## src/rtl/prf_freelist.sv

```systemverilog
// Physical-register free list: 2-wide alloc, 2-wide free, flush rollback.
// Build option: FREELIST_STALL_CNT_EN adds stall_cnt_o (saturating stall count).
//
// Ports:
//   clk_i, rst_ni                 clock, synchronous active-low reset
//   ready_o                       high once the init fill is done
//   alloc_req_i, alloc_gnt_o      thermometer request, all-or-nothing grant
//   alloc0/1_idx_o                allocated indices
//   busy0/1_idx_o, busy0/1_vld_o  status-table busy-set ports
//   free0/1_idx_i, free0/1_vld_i  released indices from commit
//   commit_alloc_i                allocating instructions committed this cycle
//   flush_i                       roll back uncommitted allocations
//   free_cnt_o                    entries available for allocation
//   stall_cnt_o                   (FREELIST_STALL_CNT_EN only) stall cycles
module prf_freelist #(
  parameter int PREGS = 64,
  parameter int ARCH  = 32
) (
  input  logic                       clk_i,
  input  logic                       rst_ni,
  output logic                       ready_o,
  input  logic [1:0]                 alloc_req_i,
  output logic                       alloc_gnt_o,
  output logic [$clog2(PREGS)-1:0]   alloc0_idx_o,
  output logic [$clog2(PREGS)-1:0]   alloc1_idx_o,
  output logic [$clog2(PREGS)-1:0]   busy0_idx_o,
  output logic                       busy0_vld_o,
  output logic [$clog2(PREGS)-1:0]   busy1_idx_o,
  output logic                       busy1_vld_o,
  input  logic [$clog2(PREGS)-1:0]   free0_idx_i,
  input  logic                       free0_vld_i,
  input  logic [$clog2(PREGS)-1:0]   free1_idx_i,
  input  logic                       free1_vld_i,
  input  logic [1:0]                 commit_alloc_i,
  input  logic                       flush_i,
  output logic [$clog2(PREGS):0]     free_cnt_o
`ifdef FREELIST_STALL_CNT_EN
  ,
  output logic [31:0]                stall_cnt_o
`endif
);

  localparam int IW    = $clog2(PREGS);
  localparam int PW    = IW + 1;
  localparam int NINIT = PREGS - ARCH;
  localparam int CW    = $clog2(NINIT);

  typedef enum logic {S_INIT, S_RUN} state_e;

  state_e          state_q, state_d;
  logic [CW-1:0]   init_q;
  logic [PW-1:0]   wr_q, srd_q, crd_q;
  logic [IW-1:0]   mem [PREGS];

  logic            init_last;
  logic [1:0]      n_req;
  logic            v0, v1;
  logic [PW-1:0]   wr_p1, srd_p1;
  logic [PW-1:0]   n_free;

  assign init_last = (init_q == CW'(NINIT - 1));

  always_comb begin
    state_d = state_q;
    unique case (state_q)
      S_INIT: if (init_last) state_d = S_RUN;
      S_RUN:  state_d = S_RUN;
      default: state_d = S_INIT;
    endcase
  end

  assign ready_o    = (state_q == S_RUN);
  assign free_cnt_o = wr_q - srd_q;
  assign n_req      = {1'b0, alloc_req_i[0]} + {1'b0, alloc_req_i[1]};

  assign alloc_gnt_o = ready_o & ~flush_i & (|alloc_req_i)
                     & (free_cnt_o >= PW'(n_req));

  assign srd_p1       = srd_q + PW'(1);
  assign alloc0_idx_o = mem[srd_q[IW-1:0]];
  assign alloc1_idx_o = mem[srd_p1[IW-1:0]];

  assign busy0_idx_o = alloc0_idx_o;
  assign busy1_idx_o = alloc1_idx_o;
  assign busy0_vld_o = alloc_gnt_o & alloc_req_i[0];
  assign busy1_vld_o = alloc_gnt_o & alloc_req_i[1];

  // p0 is the hardwired zero register and must never reenter the list
  assign v0     = ready_o & free0_vld_i & (|free0_idx_i);
  assign v1     = ready_o & free1_vld_i & (|free1_idx_i);
  assign wr_p1  = wr_q + PW'(v0);
  assign n_free = PW'(v0) + PW'(v1);

  always_ff @(posedge clk_i) begin
    if (!rst_ni) begin
      state_q <= S_INIT;
      init_q  <= '0;
      wr_q    <= '0;
      srd_q   <= '0;
      crd_q   <= '0;
    end else begin
      state_q <= state_d;
      if (state_q == S_INIT) begin
        init_q <= init_q + CW'(1);
        if (init_last) wr_q <= PW'(NINIT);
      end else begin
        wr_q  <= wr_q + n_free;
        crd_q <= crd_q + PW'(commit_alloc_i);
        // same-cycle commits are retired before the rollback point is taken
        if (flush_i)
          srd_q <= crd_q + PW'(commit_alloc_i);
        else if (alloc_gnt_o)
          srd_q <= srd_q + PW'(n_req);
      end
    end
  end

  always_ff @(posedge clk_i) begin
    if (rst_ni) begin
      if (state_q == S_INIT) begin
        mem[IW'(init_q)] <= IW'(ARCH) + IW'(init_q);
      end else begin
        if (v0) mem[wr_q[IW-1:0]]  <= free0_idx_i;
        if (v1) mem[wr_p1[IW-1:0]] <= free1_idx_i;
      end
    end
  end

`ifdef FREELIST_STALL_CNT_EN
  logic [31:0] stall_q;

  always_ff @(posedge clk_i) begin
    if (!rst_ni)
      stall_q <= '0;
    else if (ready_o & (|alloc_req_i) & ~flush_i
             & ~alloc_gnt_o & ~(&stall_q))
      stall_q <= stall_q + 32'd1;
  end

  assign stall_cnt_o = stall_q;
`endif

endmodule

```

## config.mk

```make
export PLATFORM = sky130hd
export DESIGN_NAME = prf_freelist
export DESIGN_NICKNAME = d
export VERILOG_FILES = /design/src/rtl/prf_freelist.sv
export SDC_FILE = /design/constraint.sdc
export NUM_CORES = 1
export LEC_CHECK = 0
export BUFFER_PORTS_ARGS = -buffer_cell sky130_fd_sc_hd__buf_2
export CAP_MARGIN = 5
export CORE_ASPECT_RATIO = 1.75
export CORE_MARGIN = 2
export CORE_UTILIZATION = 70
export CTS_BUF_LIST = sky130_fd_sc_hd__clkbuf_4
export CTS_CLUSTER_SIZE = 24
export DETAILED_ROUTE_END_ITERATION = 10
export GPL_TIMING_DRIVEN = 1
export HOLD_SLACK_MARGIN = 0.15
export PLACE_DENSITY = 0.94
export SLEW_MARGIN = 20
export SYNTH_ARGS = -nofsm -noshare
export SYNTH_HDL_FRONTEND = slang
export SYNTH_SLANG_ARGS = --single-unit
```

## constraint.sdc

```tcl
create_clock -name clk_i -period 11.9 [get_ports clk_i]
set_input_delay 3.57 -clock clk_i [delete_from_list [all_inputs] [get_ports clk_i]]
set_output_delay 3.57 -clock clk_i [all_outputs]
set_load 0.05 [all_outputs]
```

==> run_results.csv <==
group,metric,value,unit
status,status,"completed",
setup_path,crit_buf_inv,3,
clocking,clk_root_buffer_cell,"clkbuf_4",
place,dp_hpwl,51900,um
clocking,cts.sinks,417,
pwr,powerDensity,127,mW/mm2
sta,worst_slack,2.22,ns
grt,met2_usage,67.0,%
setup_path,path_cells,"buf_2 > inv_1 > ha_1 > ha_1 > nand2b_1 > a21oi_1 > or4b_1 > o311ai_2 > nor3_1 > buf_2",
sta,tns,0,ns
route,drc_errors,0,
die,start_util,70.6,%
synthesis,syn_nets,1881,
setup_path,critPathRequiredTime,8.33,ns
setup_path,critPathLaunchType,"input pin",
sta,hold_viol,0,
sta,worst_slew_pin_slew,1.30,ns
sta,period_share,81.3,%
clocking,h-tree-depth,3,
grt,grt_max_degree,66,
sta,fmax,0.103,GHz
clocking,cts_hold_buf,0,
synthesis,synth_area_per_cell,14.1,um2
synthesis,async_flop_share,0,%
grt,gr-usage-met3,11.9,%
route,drt-initial-drc-count,2948,
die,fp.dieW,149,um
die,dieHeight,258,um
grt,antenna_found_initial,5,
pwr,ir_worst_vdd,0.000108,V
setup_path,slowest_stage,"o311ai_2",
synthesis,synth-main-ff-cell,"edfxtp_1",
setup_path,crit_family,"compound AO/OA/AOI/OAI gates",
finish,seqCellArea,0.0122,mm2
clocking,cts.clk_slew.worst_paths,0.07,ns
setup_path,path_max_fanout,12,
sta,final-setup-viol-count,0,
clocking,numCtsBuffers,92,
clocking,cts_tree,"built",
route,ant_nets,0,
setup_path,worst_setup_path_end_kind,"output port",
sta,rsz0062_at_grt,"false",
synthesis,ys_seq_elements,417,
finish,final_common_cell,"edfxtp_1",
clocking,ctsResizeCount,0,
place,portBuffers,55,
finish,fill_cells,2113,
synthesis,synth-edff-count,384,
grt,grt_pass1_wl,116000,um
finish,multi_input_area,0.0126,mm2
sta,maxSlewHeadroom,12.7,%
route,dr.pass1.iters,9,
setup_path,critical_path.max_stage_delay,0.73,ns
flow_run,max_cap_violations,0,
sta,skew,0.0436,ns
synthesis,yosysSeqAreaShare,47.3,%
finish,final_layout_size_suffix_gt1_share,41.2,%
sta,min_period,9.68,ns
sta,final_max_slew_viol_count,0,
place,pre_cts_ws,2.23,ns
clocking,cts_setup_buffers,0,
finish,fin_nets,1855,
grt,grt_busiest_layer,"met2",
setup_path,cp.arrival,6.11,ns
synthesis,synth_cell_types,61,
die,io-pin-count,56,
die,core-area,0.0365,mm2
grt,grt_util_met1,47.2,%
synthesis,synth_warnings,0,
route,vias_per_cell,7.79,
grt,grt_usage,41.8,%
grt,grt_pass1_vias,18200,
finish,layout_common_cells,"edfxtp_1 (384), mux2_2 (267), mux4_2 (249)",
synthesis,synthCells,1836,
route,num_vias,18400,
die,rows,93,
place,gp_congestion,0.979,
finish,area_growth_syn_to_layout,4.97,%
sta,whs,0.516,ns
hold_path,hp-class,"reg -> reg",
route,wl_per_cell,33.3,um
route,wl,78600,um
clocking,ctsLongestPathBuffers,3,
clocking,insertion_delay,0.87,ns
setup_path,worst-setup-path-type,"in -> out",
grt,grt_overflow_total,0,
synthesis,synthesis.area,0.0258,mm2
pwr,leakagePower,0.00896,uW
die,dieArea,0.0385,mm2
## registers in the layout, indices dropped and copies added (netlist names), named ones only
| register | flops |
|---|---|
| crd_q | 7 |
| init_q | 5 |
| mem | 384 |
| ready_o | 1 |
| srd_q | 7 |
| wr_q | 7 |
## worst paths after layout
path                  to  slack, ns           start  cells past startpoint
max          busy1_vld_o       2.22  alloc_req_i[0]                     10
min             crd_q[0]       0.52        crd_q[0]                      2
max reg2reg    mem[0][1]       7.37         ready_o                      9
min reg2reg     crd_q[0]       0.52        crd_q[0]                      2
## routing by layer
metal / up-vias / part of all wire [%]
met5: - / 0.090
met4: 6 / 11
met3: 508 / 14
met2: 1832 / 48
met1: 8803 / 28
li1: 7257 / -
## cells in the mapped netlist (9+ instances only)
| library cell | number | share of area [%] |
|---|---|---|
| nand2_1 | 65 | 0.95 |
| o21ai_1 | 10 | 0.19 |
| nor3_1 | 23 | 0.45 |
| dfxtp_1 | 33 | 2.6 |
| o22ai_1 | 24 | 0.58 |
| edfxtp_1 | 384 | 45 |
| buf_4 | 18 | 0.52 |
| clkbuf_1 | 117 | 1.7 |
| a21oi_1 | 134 | 2.6 |
| xnor2_1 | 12 | 0.41 |
| xor2_1 | 12 | 0.41 |
| mux2_1 | 9 | 0.39 |
| inv_1 | 24 | 0.35 |
| buf_6 | 15 | 0.65 |
| o21ai_0 | 49 | 0.95 |
| buf_2 | 41 | 0.80 |
| mux4_2 | 249 | 22 |
| nor2_1 | 170 | 2.5 |
| nand3_1 | 26 | 0.50 |
| mux2_2 | 267 | 12 |
| ha_1 | 20 | 0.97 |
## power breakdown
group	internal (uW)	switching [uW]	total, uW	leakage [uW]
Combinational	291	415	706	0.00439
Sequential	1600	27.4	1630	0.00390
Clock	514	595	1110	0.000678
## per-stage QoR
step	total power, uW	area (um2)	std cells	util [%]
floorplan	2150	25800	1836	-
detailed placement	2340	25900	2191	71.0
global placement	2320	25900	2191	71.0
global route	3500	27100	2358	74.1
finish	3440	27100	2362	74.1
CTS	3400	27100	2357	74.1
## area by class of cell
cell class,instances,share of cell area (%)
inverter,25,0.347
sequential,417,45.1
clock buffer,133,3.69
tap,475,2.19
timing repair buffer,78,1.65
clock inverter,33,0.480
antenna,5,0.0462
multi-input combinational,1196,46.5
## worst reg2reg max path, cell delays in order (launching register included)
cell,delay [ns]
dfxtp_1,0.39
buf_4,0.37
and2_1,0.29
ha_1,0.28
ha_1,0.45
xor2_1,0.23
nor2_1,0.22
and2_0,0.71
nand2_1,0.53
o21ai_0,0.66
## kinds of logic after synthesis
logic type	count (synthesis)	synth area share, %
multiplexers	543	34.8
flip-flops	417	47.3
AND/OR/NAND/NOR	346	6.00
AO/OA/AOI/OAI	259	5.67
buffers and inverters	223	4.14
XOR/XNOR	24	0.815
adder cells (fa/ha/maj)	24	1.28
No activity file was read; power rests on OpenSTA's default activity.
